File: config.mk
export PLATFORM = sky130hd
export DESIGN_NAME = fft_seq_param
export DESIGN_NICKNAME = d
export VERILOG_FILES = /design/src/rtl/fft_seq_param.sv
export SDC_FILE = /design/constraint.sdc
export NUM_CORES = 1
export LEC_CHECK = 0
export CORE_ASPECT_RATIO = 1.4
export CORE_UTILIZATION = 55
export CTS_CLUSTER_SIZE = 30
export DETAILED_ROUTE_END_ITERATION = 8
export GPL_TIMING_DRIVEN = 0
export PLACE_DENSITY = 0.77
export SETUP_SLACK_MARGIN = 0.3
export SYNTH_ARGS = -nofsm -noshare
export SYNTH_HDL_FRONTEND = slang
export SYNTH_SLANG_ARGS = --single-unit
export TNS_END_PERCENT = 1
File: constraint.sdc
create_clock -name iCLK -period 18.5 [get_ports iCLK]
set_input_delay 2.775 -clock iCLK [delete_from_list [all_inputs] [get_ports iCLK]]
set_output_delay 2.775 -clock iCLK [all_outputs]
set_load 0.05 [all_outputs]
File: src/rtl/fft_seq_param.sv
// In-place radix-4/radix-2 DIF FFT address sequencer over four RAM banks.
// Drives read/twiddle/write addresses and the start/busy/done handshake.
module fft_seq_param #(
  parameter int LOG2_N  = 11,
  parameter int BUT_LAT = 6
) (
  input  logic              iCLK,
  input  logic              iRESET,
  input  logic              iSTART,
  input  logic              iABORT,
  input  logic              iINV,
  output logic              oRD_EN,
  output logic [1:0]        oRD_BANK_0,
  output logic [1:0]        oRD_BANK_1,
  output logic [1:0]        oRD_BANK_2,
  output logic [1:0]        oRD_BANK_3,
  output logic [LOG2_N-3:0] oRD_ADDR_0,
  output logic [LOG2_N-3:0] oRD_ADDR_1,
  output logic [LOG2_N-3:0] oRD_ADDR_2,
  output logic [LOG2_N-3:0] oRD_ADDR_3,
  output logic [LOG2_N-3:0] oCOEF_ADDR,
  output logic              oWE,
  output logic [1:0]        oWR_BANK_0,
  output logic [1:0]        oWR_BANK_1,
  output logic [1:0]        oWR_BANK_2,
  output logic [1:0]        oWR_BANK_3,
  output logic [LOG2_N-3:0] oWR_ADDR_0,
  output logic [LOG2_N-3:0] oWR_ADDR_1,
  output logic [LOG2_N-3:0] oWR_ADDR_2,
  output logic [LOG2_N-3:0] oWR_ADDR_3,
  output logic              oBUT_TYPE,
  output logic              oINV,
  output logic [3:0]        oSTAGE,
  output logic              oBUSY,
  output logic              oDONE
);

  localparam int AW = LOG2_N - 2;
  localparam int NS = (LOG2_N + 1) / 2;
  localparam bit R2 = (LOG2_N % 2) == 1;
  localparam int NW = 2 * NS;

  typedef logic [LOG2_N-1:0] idx_t;
  typedef logic [AW-1:0]     adr_t;
  typedef logic [NW-1:0]     dig_t;

  localparam logic [3:0] SLAST = 4'(NS - 1);
  localparam logic [3:0] DLAST = 4'(BUT_LAT - 1);
  localparam adr_t       BLAST = '1;

  typedef enum logic [1:0] {
    IDLE,
    READ,
    DRAIN
  } state_t;

  // Lane k operand: base-4 digit k spliced into b at bit p.
  function automatic idx_t idx_of(
    input adr_t       bb,
    input logic [1:0] k,
    input logic [3:0] s,
    input logic       r2
  );
    idx_t be;
    idx_t kk;
    idx_t m;
    int   p;
    be = idx_t'(bb);
    kk = idx_t'(k);
    p  = r2 ? 0 : LOG2_N - 2 - 2 * int'(s);
    m  = (idx_t'(1) << p) - idx_t'(1);
    return ((be & ~m) << 2) | (kk << p) | (be & m);
  endfunction

  function automatic logic [1:0] bank_of(input idx_t n);
    dig_t       w;
    logic [1:0] acc;
    w   = dig_t'(n);
    acc = '0;
    for (int d = 0; d < NS; d++) begin
      acc = acc + w[2*d +: 2];
    end
    return acc;
  endfunction

  function automatic adr_t coef_of(
    input adr_t       bb,
    input logic [3:0] s,
    input logic       r2
  );
    adr_t m;
    int   p;
    p = AW - 2 * int'(s);
    m = (adr_t'(1) << p) - adr_t'(1);
    return r2 ? '0 : adr_t'((bb & m) << (2 * int'(s)));
  endfunction

  state_t     state;
  state_t     state_nxt;
  adr_t       b;
  adr_t       b_nxt;
  logic [3:0] stage;
  logic [3:0] stage_nxt;
  logic [3:0] dcnt;
  logic [3:0] dcnt_nxt;
  logic       inv_nxt;
  logic       done_nxt;

  always_comb begin
    state_nxt = state;
    b_nxt     = b;
    stage_nxt = stage;
    dcnt_nxt  = dcnt;
    inv_nxt   = oINV;
    done_nxt  = 1'b0;
    if (iABORT) begin
      state_nxt = IDLE;
    end else begin
      unique case (state)
        IDLE: begin
          if (iSTART) begin
            state_nxt = READ;
            b_nxt     = '0;
            stage_nxt = '0;
            inv_nxt   = iINV;
          end
        end
        READ: begin
          if (b == BLAST) begin
            state_nxt = DRAIN;
            dcnt_nxt  = '0;
          end else begin
            b_nxt = b + adr_t'(1);
          end
        end
        DRAIN: begin
          if (dcnt == DLAST) begin
            if (stage == SLAST) begin
              state_nxt = IDLE;
              done_nxt  = 1'b1;
            end else begin
              state_nxt = READ;
              stage_nxt = stage + 4'd1;
              b_nxt     = '0;
            end
          end else begin
            dcnt_nxt = dcnt + 4'd1;
          end
        end
        default: state_nxt = IDLE;
      endcase
    end
  end

  idx_t       n_nxt    [4];
  logic [1:0] bank_nxt [4];
  adr_t       addr_nxt [4];
  adr_t       coef_nxt;
  logic       r2_nxt;

  // Addresses are precomputed for the next cycle so the ports are registers.
  always_comb begin
    r2_nxt   = R2 && (stage_nxt == SLAST);
    coef_nxt = coef_of(b_nxt, stage_nxt, r2_nxt);
    for (int k = 0; k < 4; k++) begin
      n_nxt[k]    = idx_of(b_nxt, 2'(k), stage_nxt, r2_nxt);
      bank_nxt[k] = bank_of(n_nxt[k]);
      addr_nxt[k] = n_nxt[k][LOG2_N-1:2];
    end
  end

  logic [1:0] rd_bank [4];
  adr_t       rd_addr [4];

  always_ff @(posedge iCLK or negedge iRESET) begin
    if (!iRESET) begin
      state      <= IDLE;
      b          <= '0;
      stage      <= '0;
      dcnt       <= '0;
      oRD_EN     <= 1'b0;
      oBUSY      <= 1'b0;
      oDONE      <= 1'b0;
      oINV       <= 1'b0;
      oBUT_TYPE  <= 1'b0;
      oCOEF_ADDR <= '0;
      for (int k = 0; k < 4; k++) begin
        rd_bank[k] <= '0;
        rd_addr[k] <= '0;
      end
    end else begin
      state  <= state_nxt;
      b      <= b_nxt;
      stage  <= stage_nxt;
      dcnt   <= dcnt_nxt;
      oINV   <= inv_nxt;
      oDONE  <= done_nxt;
      oBUSY  <= (state_nxt != IDLE);
      oRD_EN <= (state_nxt == READ);
      if (state_nxt == READ) begin
        oBUT_TYPE  <= r2_nxt;
        oCOEF_ADDR <= coef_nxt;
        for (int k = 0; k < 4; k++) begin
          rd_bank[k] <= bank_nxt[k];
          rd_addr[k] <= addr_nxt[k];
        end
      end
    end
  end

  assign oSTAGE     = stage;
  assign oRD_BANK_0 = rd_bank[0];
  assign oRD_BANK_1 = rd_bank[1];
  assign oRD_BANK_2 = rd_bank[2];
  assign oRD_BANK_3 = rd_bank[3];
  assign oRD_ADDR_0 = rd_addr[0];
  assign oRD_ADDR_1 = rd_addr[1];
  assign oRD_ADDR_2 = rd_addr[2];
  assign oRD_ADDR_3 = rd_addr[3];

  logic       wp_en   [BUT_LAT];
  logic [1:0] wp_bank [BUT_LAT][4];
  adr_t       wp_addr [BUT_LAT][4];

  // Abort kills every in-flight write so nothing lands after the flush.
  always_ff @(posedge iCLK or negedge iRESET) begin
    if (!iRESET) begin
      for (int i = 0; i < BUT_LAT; i++) begin
        wp_en[i] <= 1'b0;
        for (int k = 0; k < 4; k++) begin
          wp_bank[i][k] <= '0;
          wp_addr[i][k] <= '0;
        end
      end
    end else begin
      for (int i = BUT_LAT - 1; i > 0; i--) begin
        wp_en[i] <= wp_en[i-1] & ~iABORT;
        for (int k = 0; k < 4; k++) begin
          wp_bank[i][k] <= wp_bank[i-1][k];
          wp_addr[i][k] <= wp_addr[i-1][k];
        end
      end
      wp_en[0] <= oRD_EN & ~iABORT;
      for (int k = 0; k < 4; k++) begin
        wp_bank[0][k] <= rd_bank[k];
        wp_addr[0][k] <= rd_addr[k];
      end
    end
  end

  assign oWE        = wp_en[BUT_LAT-1];
  assign oWR_BANK_0 = wp_bank[BUT_LAT-1][0];
  assign oWR_BANK_1 = wp_bank[BUT_LAT-1][1];
  assign oWR_BANK_2 = wp_bank[BUT_LAT-1][2];
  assign oWR_BANK_3 = wp_bank[BUT_LAT-1][3];
  assign oWR_ADDR_0 = wp_addr[BUT_LAT-1][0];
  assign oWR_ADDR_1 = wp_addr[BUT_LAT-1][1];
  assign oWR_ADDR_2 = wp_addr[BUT_LAT-1][2];
  assign oWR_ADDR_3 = wp_addr[BUT_LAT-1][3];

endmodule

==> results of run 1 <==
==> area by class of cell <==
type / instances / area, um2
plain buffers: 69 / 442
clock buffers: 38 / 862
clock inverters: 18 / 241
fillers: 1341 / 6380
inverters: 34 / 140
multi-input cells: 368 / 2480
flip-flops and latches: 347 / 8680
well taps: 256 / 320
repair buffers: 112 / 1160
==> worst max-delay path by stage <==
stage / startpoint / to / slack [ps]
floorplan: iABORT / oRD_BANK_2[1] / 10110
global placement: iRESET / oWR_ADDR_1[5] / 780
detailed placement: iSTART / oRD_BANK_3[1] / 8770
CTS: iSTART / oRD_BANK_3[1] / 9240
global route: iSTART / oRD_BANK_3[1] / 8810
finish: iSTART / oRD_BANK_3[1] / 9150
==> power by group through the flow <==
| stage | sequential [uW] | combinational (uW) | clock [uW] |
|---|---|---|---|
| 2_1_floorplan | 1030 | 197 | 0 |
| 3_3_place_gp | 958 | 404 | 0 |
| 3_5_place_dp | 966 | 411 | 0 |
| 4_1_cts | 959 | 416 | 695 |
| 5_1_grt | 969 | 435 | 729 |
| 6_report | 956 | 412 | 678 |
==> state kept, by name, summed over array words and instances, names as in the netlist, 4 cells and up <==
register / flops
wp_addr: 180
oSTAGE: 4
oWR_ADDR_0: 9
wp_bank: 40
wp_en: 5
oWR_ADDR_3: 9
oWR_ADDR_1: 9
oRD_ADDR_2: 9
oRD_ADDR_1: 9
b: 9
oCOEF_ADDR: 9
oRD_ADDR_3: 9
oRD_ADDR_0: 9
oWR_ADDR_2: 9
dcnt: 4
==> cells by family after synthesis <==
| family | count (synthesis) | synth area share |
|---|---|---|
| DFF | 347 | 0.739 |
| and+or+nand+nor | 196 | 0.0835 |
| AOI/OAI and AO/OA | 125 | 0.0766 |
| buffers and inverters | 103 | 0.0495 |
| adders and majority gates | 21 | 0.0275 |
| xor gates and xnor gates | 20 | 0.0184 |
| muxes | 6 | 0.00543 |
==> synthesized netlist by cell type, types with 5 or more instances <==
master,n,area [um2]
nand3_1,15,75.1
buf_4,45,338
inv_1,28,105
o21a_1,9,67.6
buf_2,5,25.0
o31ai_1,6,45.0
and3_1,6,37.5
clkbuf_1,17,63.8
ha_1,13,163
dfrtp_1,347,8680
nand2_1,54,203
nor2b_1,10,62.6
a211oi_1,6,45.0
o21ai_1,6,30.0
nor3_1,13,65.1
nand2b_1,5,31.3
nor2_1,52,195
xnor2_1,13,114
fa_1,8,160
a21oi_1,23,115
o21ai_0,23,115
and2_1,7,43.8
==> routing by layer <==
layer | share of wire | routed length, um
met5 | 0 | 0
met3 | 0.046 | 1120
met2 | 0.54 | 13100
met1 | 0.37 | 9050
met4 | 0.039 | 935
==> metrics by stage <==
stage / util / instances / hold WS [ps]
6_report: 0.692 / 1242 / 336
5_1_grt: 0.692 / 1242 / 349
4_1_cts: 0.692 / 1242 / 343
3_5_place_dp: 0.639 / 1186 / 335
3_3_place_gp: 0.636 / 1184 / 331
2_1_floorplan: - / 818 / 331
==> worst max-delay path: cells and delay by family <==
family / cells / cell delay, ps
adders and majority gates: 5 / 1960
buffers and inverters: 7 / 1540
and+or+nand+nor: 6 / 1540
AOI/OAI and AO/OA: 4 / 1180
xor gates and xnor gates: 4 / 820
==> flow_metrics.tcl, run 1 <==
set metrics [dict create \
    drt_iter0_drc 315 \
    grt_pass1_vias 6956 \
    antenna-diode-count 0 \
    critPathMaxStageDelay_ps 590 \
    fmax_ghz 0.107 \
    finalSetupViolations 0 \
    syn_area_mm2 0.0117 \
    fin_tns_setup_ps 0 \
    holdBufCountCts 0 \
    rows 62 \
    worst_pin_slew_ps 1320 \
    pwr-share-seq 0.467 \
    finalPower_uw 2050 \
    core-area_mm2 0.0207 \
    start_util 0.567 \
    violations "design-rule violations" \
    critPathMaxFanout 10 \
    num_vias 6567 \
    h-tree-depth 1 \
    worstPathRequired_ps 18970 \
    cp-start-kind "input port" \
    status "finished with violations" \
    combPwrFrac 0.201 \
    ioPinCount 112 \
    r2r_end "oRD_BANK_3[1]" \
    insertion_delay_ps 550 \
    grt_overflow 0 \
    cpMostUsedCell "inv_1" \
    drtAntennaViolNets 0 \
    dp_slack_ps 8770 \
    async_flop_share 1.00 \
    syn_nets 844 \
    antenna_found_initial 0 \
    grtUsageTotal 0.232 \
    fin_skew_ps 15.8 \
    crit_type "input port to flip-flop" \
    drt_first_pass_iters 7 \
    r2r-start "dcnt[1]" \
    sw_frac_of_total 0.293 \
    ff2ff_setup_slack_ps 11020 \
    final_cell_mix "dfrtp_1, clkdlybuf4s50_1, nand2_1" \
    grt_setup_unrepaired "no" \
    fin_ws_ps 9150 \
    routed_wl_mm 24.2 \
    drv_slew 0 \
    fin_nets 988 \
    final_layout_size_suffix_gt1_frac 0.139 \
    relSlewSlack 0.114 \
    place_congestion 0.899 \
    arrival_ps 9820 \
    peakVddDrop_v 0.0000854 \
    hp-class "flip-flop to flip-flop" \
    maxCapViolations 0 \
    cts_tree "done" \
    whs_path_depth 0 \
    viasPerCell 5.29 \
    grt_max_degree 140 \
    gr-usage-met2 0.431 \
    grt_pass1_wl_mm 38.3 \
    grt_util_met3 0.0279 \
    final_common_cell "dfrtp_1" \
    synth_flop_cell "dfrtp_1" \
    p_leak_uw 0.00657 \
    cts-resized-gates 0 \
    syn-mean-instance-area_um2 14.4 \
    min_to "wp_addr[145]" \
    dieArea_mm2 0.0220 \
    finalCriticalPeriod_ps 9350 \
    placed_area_mm2 0.0132 \
    p_switching_uw 599 \
    cts.clk_slew.worst_paths_ps 70 \
    synthDistinctLibCells 82 \
    ys_ff_latch 347 \
    dp_hpwl_mm 15.4 \
    cp_slowest_cell "clkdlybuf4s50_1" \
    drc 10 \
    grtUsageMet1 0.271 \
    finalHoldViolations 0 \
    cts_buffers 30 \
    yosys_warnings 0 \
    cts.sink_count 347 \
    root_buffer "clkbuf_16" \
    power.density_mw_per_mm2 143 \
    areaGrowthSynthToFinish_pct 22.0 \
    grt.busiest_layer "met2" \
    port_buffers 110 \
    fin_crit_sh 0.506 \
    ctsLongestPathBuffers 3 \
    clkPwrFrac 0.331 \
    intPower_uw 1450 \
    stdcell_area_mm2 0.0143 \
    worstHoldStart "wp_addr[181]" \
    endpoint_kind "flip-flop" \
    wire_per_inst_um 19.5 \
    ys_seq_area_frac 0.739 \
    synth_edf_count 0 \
    post_cts_buffers 0 \
    syn-instance-count 818 \
    die_y_um 175 \
    fp.dieW_um 126 \
    r2r_cells 28 \
]
(Power assumes the default switching activity.)
==> inputs of run 2 (changes only) <==
==> constraint.sdc (replaced) <==
create_clock -name iCLK -period 8.7 [get_ports iCLK]
set_input_delay 1.305 -clock iCLK [delete_from_list [all_inputs] [get_ports iCLK]]
set_output_delay 1.305 -clock iCLK [all_outputs]
set_load 0.05 [all_outputs]
==> results of run 2 <==
The final DEF is identical to that of run 1. Status: finished with violations: design-rule violations.
Among the figures that moved: setup slack after placement 8770 ps -> 438 ps; setup slack after layout 9150 ps -> 818 ps; register-to-register setup slack 11020 ps -> 1220 ps; total power 2050 uW -> 4350 uW; worst IR drop on VDD 0.0000854 V -> 0.000182 V
==> inputs of run 3 (changes only) <==
--- a/config.mk
+++ b/config.mk
@@ -6,11 +6,12 @@
 export NUM_CORES = 1
 export LEC_CHECK = 0
 export CORE_ASPECT_RATIO = 1.4
-export CORE_UTILIZATION = 55
+export CORE_UTILIZATION = 56
 export CTS_CLUSTER_SIZE = 30
 export DETAILED_ROUTE_END_ITERATION = 8
 export GPL_TIMING_DRIVEN = 0
-export PLACE_DENSITY = 0.77
+export PLACE_DENSITY = 0.78
+export REMOVE_ABC_BUFFERS = 1
 export SETUP_SLACK_MARGIN = 0.3
 export SYNTH_ARGS = -nofsm -noshare
 export SYNTH_HDL_FRONTEND = slang
==> run 3 against run 2 <==
The run now ends clean; combinational power shrank 6.7%; die area shrank 1.8%; clock-buffer cell count shrank 1; power shrank 4.0%; critical endpoint unchanged; highest routed layer unchanged.
==> flow_metrics.tcl, run 3 (synthesis gave the netlist of run 1 again) <==
set metrics [dict create \
    status "complete, no violations" \
    cpMostUsedCell "inv_1" \
    antenna-diode-count 0 \
    p_leak_uw 0.00628 \
    final_common_cell "dfrtp_1" \
    endpoint_kind "flip-flop" \
    finalHoldViolations 0 \
    grt_pass1_vias 6672 \
    crit_type "input port to flip-flop" \
    cts.sink_count 347 \
    cts_buffers 29 \
    power.density_mw_per_mm2 301 \
    grt_setup_unrepaired "no" \
    fin_skew_ps 13.1 \
    dp_slack_ps -35.9 \
    relSlewSlack 0.0696 \
    worstPathRequired_ps 9160 \
    largest_register_ffs 180 \
    finalSetupViolations 0 \
    wire_per_inst_um 19.2 \
    peakVddDrop_v 0.000166 \
    grt_max_degree 136 \
    grt_pass1_wl_mm 36.7 \
    dp_hpwl_mm 14.3 \
    worst_pin_slew_ps 1380 \
    drc 0 \
    dr.max_layer_used "met4" \
    drt_iter0_drc 284 \
    cp_slowest_cell "clkdlybuf4s50_1" \
    routed_wl_mm 22.5 \
    place_congestion 0.884 \
    fp.dieW_um 124 \
    finalPower_uw 4180 \
    grt_overflow 0 \
    fmax_ghz 0.132 \
    holdBufCountCts 0 \
    insertion_delay_ps 530 \
    root_buffer "clkbuf_16" \
    final_cell_mix "dfrtp_1, clkdlybuf4s50_1, nand2_1" \
    ioPinCount 112 \
    critPathMaxStageDelay_ps 580 \
    num_vias 6200 \
    core-area_mm2 0.0206 \
    fin_ws_ps 1130 \
    fin_crit_sh 0.870 \
    h-tree-depth 1 \
    rows 62 \
    viasPerCell 5.29 \
    drv_slew 0 \
    cts.clk_slew.worst_paths_ps 70 \
    die_y_um 173 \
    largest-register "wp_addr" \
    dr_wl_met3_um 592 \
    dieArea_mm2 0.0216 \
    ctsLongestPathBuffers 3 \
    maxCapViolations 0 \
    antenna_found_initial 0 \
    drtAntennaViolNets 0 \
    cts_tree "done" \
    wl_met2_mm 12.7 \
    critPathMaxFanout 14 \
    fin_tns_setup_ps 0 \
    reg_top3 "wp_addr: 180 flops, wp_bank: 40 flops" \
    finalCriticalPeriod_ps 7570 \
    drt_first_pass_iters 4 \
    fin_cells 1172 \
    fin_nets 921 \
    placed_area_mm2 0.0128 \
    port_buffers 111 \
    hp-class "flip-flop to flip-flop" \
    final_layout_size_suffix_gt1_frac 0.0928 \
    start_util 0.572 \
    areaGrowthSynthToFinish_pct 17.9 \
    stdcell_area_mm2 0.0139 \
    wl_met1_mm 8.77 \
    arrival_ps 8030 \
    cp-start-kind "input port" \
    grtUsageTotal 0.217 \
    place_inst 1120 \
]
==> run 3: cell types whose count changed in the layout (fill, tap and decap cells not counted), sizes merged <==
| cell | previous run | this run |
|---|---|---|
| bufinv | 5 | 4 |
| buf | 55 | 5 |
| clkinvlp | 3 | 2 |
| clkbuf | 55 | 37 |
| dlymetal6s2s | 0 | 1 |
| clkinv | 9 | 11 |
| inv | 35 | 32 |
==> run 3: worst paths after layout <==
| path | from | end | slack [ps] | cells after the start |
|---|---|---|---|---|
| max in group asynchronous | iRESET | wp_addr[112] | 6340 | 3 |
| min in group asynchronous | iRESET | oWR_ADDR_3[5] | 800 | 1 |
| min reg2reg | wp_addr[151] | wp_addr[115] | 340 | 0 |
| max reg2reg | dcnt[1] | oRD_BANK_3[1] | 1670 | 26 |
| min | wp_addr[151] | wp_addr[115] | 340 | 0 |
| max | iSTART | oRD_BANK_3[1] | 1130 | 25 |
==> run 3: routing by layer <==
layer  up-vias  global-route usage
met5         -                   0
met4         0              0.0552
met2       118               0.408
li1       2856                   -
met1      3199               0.266
met3        27              0.0225
==> run 3: final cells by class <==
class                           count  area [um2]
Multi-Input combinational cell    368        2510
Clock buffer                       37         806
Inverter                           34         140
Timing Repair Buffer              115        1210
Clock inverter                     15         184
Sequential cell                   347        8680
Tap cell                          256         320
Fill cell                        1407        6700
==> run 3: worst max-delay path: cells and delay by family <==
family,cells,cell delay (ps)
adder cells (fa/ha/maj),5,1860
buffers and inverters,6,1260
AO/OA/AOI/OAI,4,1270
AND/OR/NAND/NOR,6,1490
XOR/XNOR,4,810
==> run 3: through the flow <==
step / hold WS [ps] / util
2_1_floorplan: 331 / -
3_3_place_gp: 331 / 0.620
3_5_place_dp: 335 / 0.625
4_1_cts: 346 / 0.673
5_1_grt: 351 / 0.674
6_report: 344 / 0.674
==> run 3: timing repair <==
item,in CTS,in global routing
hold endpoints to repair,0,0
endpoints found under the setup margin,0,2
setup buffers,0,0
gates resized for setup,0,3
==> run 3: power by group <==
group,internal [uW],switching (uW),leakage [uW]
sequential,1910,127,0.00420
combinational,269,549,0.00160
clock,773,552,0.000489
